## src/rtl/seq_pkg.sv

```systemverilog
// Shared types and defaults for the score sequencer: state encoding, field widths,
// and helpers that split a score entry into its {note, dur} fields.
package seq_pkg;

  localparam int SEQ_ADDR_W = 8;
  localparam int SEQ_NOTE_W = 4;
  localparam int SEQ_DUR_W  = 4;

  localparam logic [SEQ_NOTE_W-1:0] REST_CODE = '0;

  typedef enum logic [2:0] {
    ST_IDLE,
    ST_FETCH,
    ST_WAIT,
    ST_PLAY,
    ST_GAP,
    ST_PAUSED,
    ST_DONE
  } seq_state_t;

  function automatic logic [SEQ_NOTE_W-1:0] entry_note(input logic [SEQ_NOTE_W+SEQ_DUR_W-1:0] e);
    return e[SEQ_NOTE_W+SEQ_DUR_W-1 -: SEQ_NOTE_W];
  endfunction

  function automatic logic [SEQ_DUR_W-1:0] entry_dur(input logic [SEQ_NOTE_W+SEQ_DUR_W-1:0] e);
    return e[SEQ_DUR_W-1:0];
  endfunction

endpackage

```

## src/rtl/score_sequencer_beat_timer.sv

```systemverilog
// Beat counter shared by the note and gap phases: clear > load > increment, else hold.
// hit flags the increment that lands the count on the terminal value.
module beat_timer #(
  parameter int W = 4
) (
  input  logic         clk,
  input  logic         rst,
  input  logic         clear,
  input  logic         load,
  input  logic [W-1:0] load_val,
  input  logic         inc,
  input  logic [W-1:0] terminal,
  output logic [W-1:0] count,
  output logic         hit
);

  always_ff @(posedge clk or posedge rst) begin
    if (rst) begin
      count <= '0;
    end else if (clear) begin
      count <= '0;
    end else if (load) begin
      count <= load_val;
    end else if (inc) begin
      count <= count + W'(1);
    end
  end

  assign hit = inc && ((count + W'(1)) == terminal);

endmodule

```

## src/rtl/score_sequencer.sv

```systemverilog
// Melody playback sequencer: walks {note, dur} score entries from a sync ROM, times notes
// and articulation gaps in beat ticks, with start/pause/stop. SEQ_LOOP_EN: loop score forever.
module score_sequencer
  import seq_pkg::*;
#(
  parameter int ADDR_W    = SEQ_ADDR_W,
  parameter int NOTE_W    = SEQ_NOTE_W,
  parameter int DUR_W     = SEQ_DUR_W,
  parameter int GAP_TICKS = 1
) (
  input  logic                    clk100mhz,
  input  logic                    clr,
  input  logic                    start,
  input  logic                    pause,
  input  logic                    stop,
  input  logic                    beat_tick,
  input  logic [ADDR_W-1:0]       score_len,
  output logic                    rom_rd,
  output logic [ADDR_W-1:0]       rom_addr,
  input  logic [NOTE_W+DUR_W-1:0] rom_data,
  output logic [NOTE_W-1:0]       note_out,
  output logic                    note_valid,
  output logic [ADDR_W-1:0]       play_pos,
  output logic                    busy,
  output logic                    done
);

  localparam logic [DUR_W-1:0] GAP_TERM = DUR_W'(GAP_TICKS);

  seq_state_t state, nxt, ret_state;

  logic [ADDR_W-1:0] pos, len_q;
  logic [NOTE_W-1:0] note_q;
  logic [DUR_W-1:0]  dur_q, saved_cnt, count, terminal;
  logic              pend, done_q, nv_q, hit, is_last;
  logic [NOTE_W-1:0] rom_note;
  logic [DUR_W-1:0]  rom_dur;

  logic t_clr, t_load, t_inc;
  logic start_run, begin_play, take_pause, defer_pause, resume;
  logic to_gap, entry_end, advance, wrap, finish;

  assign rom_note = entry_note(rom_data);
  assign rom_dur  = entry_dur(rom_data);
  assign is_last  = (pos == (len_q - ADDR_W'(1)));
  assign terminal = (state == ST_GAP) ? GAP_TERM : dur_q;

  beat_timer #(.W(DUR_W)) u_timer (
    .clk      (clk100mhz),
    .rst      (clr),
    .clear    (t_clr),
    .load     (t_load),
    .load_val (saved_cnt),
    .inc      (t_inc),
    .terminal (terminal),
    .count    (count),
    .hit      (hit)
  );

  always_ff @(posedge clk100mhz or posedge clr) begin
    if (clr) state <= ST_IDLE;
    else     state <= nxt;
  end

  always_comb begin
    nxt         = state;
    t_clr       = 1'b0;
    t_load      = 1'b0;
    t_inc       = 1'b0;
    start_run   = 1'b0;
    begin_play  = 1'b0;
    take_pause  = 1'b0;
    defer_pause = 1'b0;
    resume      = 1'b0;
    to_gap      = 1'b0;
    entry_end   = 1'b0;
    advance     = 1'b0;
    wrap        = 1'b0;
    finish      = 1'b0;
    if (stop) begin
      nxt   = ST_IDLE;
      t_clr = 1'b1;
    end else begin
      case (state)
        ST_IDLE, ST_DONE: begin
          if (start) begin
            if (score_len == '0) begin
              nxt    = ST_DONE;
              finish = 1'b1;
            end else begin
              nxt       = ST_FETCH;
              start_run = 1'b1;
            end
          end
        end
        ST_FETCH: begin
          nxt         = ST_WAIT;
          defer_pause = pause;
        end
        ST_WAIT: begin
          nxt         = ST_PLAY;
          begin_play  = 1'b1;
          defer_pause = pause;
          t_clr       = 1'b1;
        end
        ST_PLAY: begin
          // A pause held over from FETCH/WAIT lands here, on the first PLAY cycle.
          if (pause || pend) begin
            nxt        = ST_PAUSED;
            take_pause = 1'b1;
          end else if (beat_tick) begin
            t_inc = 1'b1;
            if (hit) begin
              if (GAP_TICKS > 0) begin
                nxt    = ST_GAP;
                to_gap = 1'b1;
                t_clr  = 1'b1;
              end else begin
                entry_end = 1'b1;
              end
            end
          end
        end
        ST_GAP: begin
          if (pause) begin
            nxt        = ST_PAUSED;
            take_pause = 1'b1;
          end else if (beat_tick) begin
            t_inc     = 1'b1;
            entry_end = hit;
          end
        end
        ST_PAUSED: begin
          if (pause || start) begin
            nxt    = ret_state;
            resume = 1'b1;
            t_load = 1'b1;
          end
        end
        default: nxt = ST_IDLE;
      endcase
      if (entry_end) begin
        t_clr = 1'b1;
        if (is_last) begin
`ifdef SEQ_LOOP_EN
          nxt  = ST_FETCH;
          wrap = 1'b1;
`else
          nxt    = ST_DONE;
          finish = 1'b1;
`endif
        end else begin
          nxt     = ST_FETCH;
          advance = 1'b1;
        end
      end
    end
  end

  always_comb begin
    busy     = (state != ST_IDLE) && (state != ST_DONE);
    rom_rd   = (state == ST_FETCH);
    rom_addr = rom_rd ? pos : '0;
  end

  always_ff @(posedge clk100mhz or posedge clr) begin
    if (clr) begin
      pos       <= '0;
      len_q     <= '0;
      note_q    <= '0;
      dur_q     <= '0;
      saved_cnt <= '0;
      ret_state <= ST_IDLE;
      pend      <= 1'b0;
      nv_q      <= 1'b0;
      done_q    <= 1'b0;
    end else begin
      done_q <= 1'b0;
      if (stop) begin
        pos    <= '0;
        note_q <= '0;
        nv_q   <= 1'b0;
        pend   <= 1'b0;
      end else begin
        if (start_run) begin
          len_q <= score_len;
          pos   <= '0;
          pend  <= 1'b0;
        end
        if (defer_pause) pend <= 1'b1;
        if (begin_play) begin
          note_q <= rom_note;
          dur_q  <= (rom_dur == '0) ? DUR_W'(1) : rom_dur;
          nv_q   <= (rom_note != REST_CODE);
        end
        if (take_pause) begin
          pend      <= 1'b0;
          ret_state <= state;
          saved_cnt <= count;
          nv_q      <= 1'b0;
        end
        if (resume) nv_q <= (ret_state == ST_PLAY) && (note_q != REST_CODE);
        if (to_gap) nv_q <= 1'b0;
        if (advance) begin
          pos  <= pos + ADDR_W'(1);
          nv_q <= 1'b0;
        end
        if (wrap) begin
          pos    <= '0;
          nv_q   <= 1'b0;
          done_q <= 1'b1;
        end
        if (finish) begin
          done_q <= 1'b1;
          note_q <= '0;
          nv_q   <= 1'b0;
        end
      end
    end
  end

  assign note_out   = note_q;
  assign note_valid = nv_q;
  assign play_pos   = pos;
  assign done       = done_q;

endmodule
```

## config.mk

```make
export PLATFORM = sky130hd
export DESIGN_NAME = score_sequencer
export DESIGN_NICKNAME = d
export VERILOG_FILES = /design/src/rtl/seq_pkg.sv /design/src/rtl/score_sequencer_beat_timer.sv /design/src/rtl/score_sequencer.sv
export SDC_FILE = /design/constraint.sdc
export NUM_CORES = 1
export LEC_CHECK = 0
export CORE_ASPECT_RATIO = 1.4
export CORE_MARGIN = 4
export CORE_UTILIZATION = 52
export CTS_CLUSTER_DIAMETER = 30
export CTS_CLUSTER_SIZE = 40
export DETAILED_ROUTE_END_ITERATION = 12
export GPL_TIMING_DRIVEN = 0
export PLACE_DENSITY = 0.76
export RECOVER_POWER = 25
export SETUP_SLACK_MARGIN = 0.05
export SKIP_CTS_REPAIR_TIMING = 1
export SYNTH_ARGS = -nofsm -noshare
export SYNTH_HDL_FRONTEND = slang
export SYNTH_HIERARCHICAL = 1
export SYNTH_SLANG_ARGS = --single-unit
```

## constraint.sdc

```tcl
create_clock -name clk100mhz -period 4.1 [get_ports clk100mhz]
set_input_delay 1.23 -clock clk100mhz [delete_from_list [all_inputs] [get_ports clk100mhz]]
set_output_delay 1.23 -clock clk100mhz [all_outputs]
set_load 0.05 [all_outputs]
```

Yosys cells after proc, flatten, opt, wreduce, memory -nomap -nowiden
Cells that the tools add are included.
- add/sub/neg operators: 3
- equal/unequal tests: 15
- multiplexer cells: 77
- bitwise operators: 1
- reduce and logical (&&, ||, !) cells: 22
- operator list (kind ; number):
    1-bit two-way mux ; 51
    4-bit two-way mux ; 8
    8-bit two-way mux ; 4
    3-bit two-way mux ; 10
    3-bit case mux with 6 select lines ; 1
    3-bit nonzero test ; 4
    4-bit nonzero test ; 3
    5-bit inequality test, second input constant ; 2
    3-bit by 2-bit equality test with 1-bit output, second input constant ; 3
    3-bit equality test, second input constant ; 3
    8-bit by 1-bit adder with 8-bit output, second input constant ; 1
    8-bit equality test ; 1
    8-bit zero test ; 1
    4-bit inequality test, second input constant ; 2
    8-bit by 1-bit subtractor with 8-bit output, second input constant ; 1
    7-bit nonzero test ; 1
    1-bit case mux with 2 select lines ; 3
    2-bit AND reduction ; 3
    5-bit AND reduction ; 1
    4-bit by 1-bit adder with 4-bit output, second input constant ; 1
    4-bit equality test ; 1
    4-bit zero test ; 1
    4-bit by 3-bit inequality test with 1-bit output, second input constant ; 1
    2-bit OR reduction ; 2
    other kinds (6) ; 9
- bits in registers: 41
- bits of input ports: 22
- word-level logic and storage cells: 129

Longest topological paths before layout
- word-level depth: 14
- gate-level depth with buffers: 12
- depth with buffers taken out: 11

Cells and area by module
Netlist, hierarchy kept.
- modules (own cells, without submodules) (module ; times used ; cells each ; area an instance (um^2) ; sequential area each (um^2)):
    score_sequencer ; 1 ; 230 ; 2218.4 ; 925.9
    beat_timer ; 1 ; 32 ; 287.8 ; 100.1

Worst setup path after synthesis
OpenSTA, ideal clock, no wires.
- path type: register to output
- start: register state[0]
- end: output rom_addr[0]
- arrival time: 2.726 ns
- required time: 2.870 ns
- slack: 0.144 ns
- cell stages (with the launch flop): 5
- cells stage by stage: dfrtp_1 > clkbuf_1 > inv_1 > nor3_1 > and2_1
- cells in the longest elaborated chain, start to end: 2
- RTL lines (element ; RTL line ; RTL):
    start: declaration ; score_sequencer.sv:30 ; seq_state_t state, nxt, ret_state;
    start signal: assignment ; score_sequencer.sv:62 ; else state <= nxt;
    3-bit by 1-bit equality test with 1-bit output ; score_sequencer.sv:162 ; rom_rd = (state == ST_FETCH);
    via rom_rd ; score_sequencer.sv:18 ; output logic rom_rd,
    8-bit two-way mux ; score_sequencer.sv:163 ; rom_addr = rom_rd ? pos : '0;
    end: declaration ; score_sequencer.sv:19 ; output logic [ADDR_W-1:0] rom_addr,
The timed path passes the listed nets, and every way through them passes these cells.

Final worst setup path
- start: input pause
- end: register pos[2] (netlist: play_pos[2])
- cells in the longest elaborated chain, start to end: 13
- elaborated cells between the ends (all ways): 15
- classes of those cells: 12 x mux; 3 x reduce/logical
- RTL lines (element ; RTL line ; RTL):
    start: declaration ; score_sequencer.sv:14 ; input logic pause,
    1-bit logical OR ; score_sequencer.sv:108 ; if (pause || pend) begin
    1-bit two-way mux ; score_sequencer.sv:108 ;
    1-bit case mux with 2 select lines * ; score_sequencer.sv:84 ; case (state)
    1-bit two-way mux * ; score_sequencer.sv:80 ; if (stop) begin
    via t_inc ; score_sequencer.sv:39 ; logic t_clr, t_load, t_inc;
    1-bit logical AND * ; score_sequencer_beat_timer.sv:29 ; assign hit = inc && ((count + W'(1)) == terminal);
    via hit ; score_sequencer.sv:35 ; logic pend, done_q, nv_q, hit, is_last;
    1-bit two-way mux * ; score_sequencer.sv:128 ; end else if (beat_tick) begin
    1-bit two-way mux * ; score_sequencer.sv:125 ; if (pause) begin
    1-bit two-way mux * ; n/a ;
    1-bit two-way mux * ; score_sequencer.sv:80 ;
    1-bit two-way mux * ; score_sequencer.sv:142 ; if (entry_end) begin
    1-bit two-way mux * ; score_sequencer.sv:80 ;
    8-bit two-way mux ; score_sequencer.sv:204 ; if (advance) begin
    8-bit two-way mux ; score_sequencer.sv:179 ; if (stop) begin
    end signal: assignment ; score_sequencer.sv:205 ; pos <= pos + ADDR_W'(1);
    end: declaration ; score_sequencer.sv:32 ; logic [ADDR_W-1:0] pos, len_q;
Mark *: on every way through the listed nets, which the timed path passes. The rest lies on a longest branch. The select of a mux whose other input is x is not followed.
A chain may end at the register's enable or synchronous reset.

==> out/summary.json <==
{
  "outcome": "finished clean",
  "synth_edf_count": 0,
  "min_from": "saved_cnt[0]",
  "cts_tree": "yes",
  "grt_start_max_net_pins": 38,
  "worstPathCellList": "clkdlybuf4s50_1 > o21bai_1 > nor3b_2 > nand3_1 > nor3_1 > nand2_1 > nor3b_2 > o311ai_4 > nor3b_1 > a211o_1",
  "netlist_area_um2": 2510,
  "drt-initial-drc-count": 148,
  "place.gp.congestion": 0.901,
  "via_count_of_the_first_global_routing_pass": 2212,
  "grt_antenna_before_repair": 0,
  "async_reset_ff_share_pct": 100,
  "clock_latency_ns": 0.29,
  "die_height_um": 90.1,
  "detail_route.first_pass.iterations": 4,
  "share_of_post_route_cells_with_drive_strength_above_1_pct": 12.7,
  "synth_compound_gate_area_share_pct": 16.5,
  "syn-num-nets": 287,
  "cp_data_required_time_ns": 4.34,
  "initial_utilization_pct": 54.4,
  "wl_per_cell_um": 15.9,
  "worst-endpoint-arrival_ns": 3.96,
  "globalRoute.totalOverflow": 0,
  "yosys.area_share.xor_xnor_pct": 7.64,
  "synth_commonest_cells": "dfrtp_1 (41), nor2_1 (25), nand2_1 (24)",
  "endpoint_kind": "flop",
  "timing.critical_path.slowest_cell_delay_ns": 0.56,
  "synth-main-ff-cell": "dfrtp_1",
  "synth_simple_gate_area_share_pct": 23.4,
  "post_placement_worst_setup_slack_ns": -0.337,
  "final_nets": 338,
  "synth_seq_cells": 41,
  "period_minus_slack_ns": 3.73,
  "static-leakage-power_uw": 0.00133,
  "p_sw_share_pct": 38.9,
  "worstSetupStartpointType": "input port",
  "worst_ir_drop_vdd_mv": 0.382,
  "setup_ws_ns": 0.374,
  "final.fill_count": 401,
  "synth_top_family_by_area": "simple AND/OR/NAND/NOR gates",
  "yosys.area_share.adder_pct": 1.90,
  "synthMuxAreaShare_pct": 6.74,
  "place.detailed.hpwl_mm": 4.47,
  "average_footprint_of_a_synthesized_cell_um2": 9.57,
  "timing.final.setup_violations": 0,
  "clock-sinks": 41,
  "timing.setup.critical_path_class": "in2reg",
  "clock_path_buffers": 2,
  "path_buf_inv": 1,
  "slew-limit-headroom_pct": 6.14,
  "internal-power_uw": 1030,
  "num_rows": 29,
  "yosysWarningCount": 6,
  "clk_pin_slew_ns": 0.07,
  "final_max_slew_viol_count": 0,
  "grt_util_all_layers_pct": 21.4,
  "cts_made_buffers": 5,
  "boundaryPins": 46,
  "num_vias": 2186,
  "yosys.cell_count.top_type": "dfrtp_1",
  "core_box_area_um2": 4610,
  "power_frac_seq_pct": 35.9,
  "timing_hold_violations_final": 0,
  "powerDensity_nw_per_um2": 532,
  "synth_cell_types": 52,
  "rr_startpoint": "state[0]",
  "timing.critical_path.mode_cell": "nor3b_2",
  "crit_path_start": "pause",
  "grt_pass1_wl_mm": 10.0,
  "totalWireLength_mm": 5.99,
  "n_antenna_cell": 0,
  "total_switching_power_uw": 653,
  "crit_fanout": 9,
  "final_core_utilization_pct": 68.5,
  "timing.hold.ws_ns": 0.507,
  "p_clk_share_pct": 20.2,
  "dieArea_um2": 6010,
  "hold_class": "reg2reg",
  "ctsHtreeMaxLevel": 2,
  "cts.root.buffer_cell": "clkbuf_8",
  "cp_top_family": "simple AND/OR/NAND/NOR gates",
  "combPwrFrac_pct": 43.9,
  "drc": 0,
  "fin_crit_sh_pct": 90.9,
  "synthTopCellsByArea": "dfrtp_1 (41%), mux2_2 (6.7%), nor2_1 (3.7%), nand2_1 (3.6%), xnor2_1 (3.5%)",
  "die_x_extent_um": 66.7,
  "synth_sequential_area_ratio_pct": 40.9,
  "detail_route_antenna_nets": 0,
  "report.power.total_uw": 1680,
  "yosysTopAreaCellShare_pct": 40.9,
  "port_buf_inserts": 44,
  "synthToLayoutAreaGrowth_pct": 26.0,
  "finalClockSkew_ns": 0.00823,
  "totalNegativeSetupSlack_ns": 0,
  "dominant_cell_type_by_area_after_synthesis": "dfrtp_1",
  "maxCapViolCount": 0,
  "critical_path.slowest_cell": "clkdlybuf4s50_1",
  "worstMarginPinSlew_ns": 1.41,
  "vias_per_cell": 5.81,
  "grt_setup_unrepaired": "false",
  "synth_cells": 262,
  "achievable_frequency_ghz": 0.268
}
## placed cells by master, fill, tap and decap left out, types with 6 or more instances in the layout
cell,n
nor2_1,25
dfrtp_1,41
xor2_1,10
nor2b_1,6
and2_1,10
nor3_1,11
clkdlybuf4s50_1,43
mux2_2,15
xnor2_1,10
inv_1,10
clkbuf_8,6
nand3_1,7
o21ai_0,9
a21oi_1,6
nand2_1,24
## per-stage QoR
step / cell area (um2) / std cells
detailed placement: 3020 / 368
finish: 3160 / 376
global route: 3160 / 376
CTS: 3140 / 376
global placement: 3020 / 368
floorplan: 2510 / 262
## layout make-up
class / count / area, um2 / share of cell area (%)
well taps: 62 / 77.6 / 2.46
clock inverters: 1 / 30.0 / 0.951
plain buffers: 8 / 36.3 / 1.15
inverters: 10 / 37.5 / 1.19
repair buffers: 44 / 440 / 13.9
flip-flops and latches: 41 / 1030 / 32.5
clock buffers: 7 / 86.3 / 2.73
multi-input cells: 203 / 1420 / 45.1
## path summary, 6_finish.rpt
check / to / slack [ns] / cells past startpoint
max in group asynchronous: len_q[4] / 1.46 / 2
worst max-delay path: play_pos[2] / 0.37 / 10
worst min-delay path: saved_cnt[0] / 0.51 / 1
worst min register to register: saved_cnt[0] / 0.51 / 1
min in group asynchronous: u_timer/count[2] / 1.27 / 2
worst max register to register: play_pos[2] / 0.97 / 10
## registers in the layout, summed over array words and instances, names as in the netlist
signal         flops
u_timer/count      4
ret_state          3
note_valid         1
note_out           4
saved_cnt          4
len_q              8
pend               1
dur_q              4
play_pos           8
state              3
done               1
## layer usage
metal	wire (um)	up-vias	GRT usage [%]
met3	337	10	4.24
met5	0	-	0
met2	3130	85	38.7
met1	2410	1045	24.1
met4	112	0	7.29
li1	-	1046	-
## worst register-to-register path, stage by stage (launching register included)
cell and delay (ns):
dfrtp_1 0.46, nor3b_2 0.49, o21bai_1 0.24, nor3b_2 0.38
nand3_1 0.12, nor3_1 0.25, nand2_1 0.16, nor3b_2 0.38
o311ai_4 0.24, nor3b_1 0.24, a211o_1 0.12
## power by group through the flow
stage / clock (uW) / combinational, uW / sequential [uW]
floorplan: 0 / 526 / 621
global placement: 0 / 703 / 606
detailed placement: 0 / 722 / 610
CTS: 348 / 727 / 602
global route: 366 / 805 / 618
finish: 339 / 737 / 604
## cell families (layout without fill, tap and decap cells)
| logic type | Yosys count | in the layout |
|---|---|---|
| AOI/OAI and AO/OA | 52 | 52 |
| xor gates and xnor gates | 21 | 21 |
| adders and majority gates | 4 | 4 |
| buffers and inverters | 18 | 70 |
| DFF | 41 | 41 |
| muxes | 15 | 15 |
| and+or+nand+nor | 111 | 111 |
No activity file was read; power rests on OpenSTA's default activity.
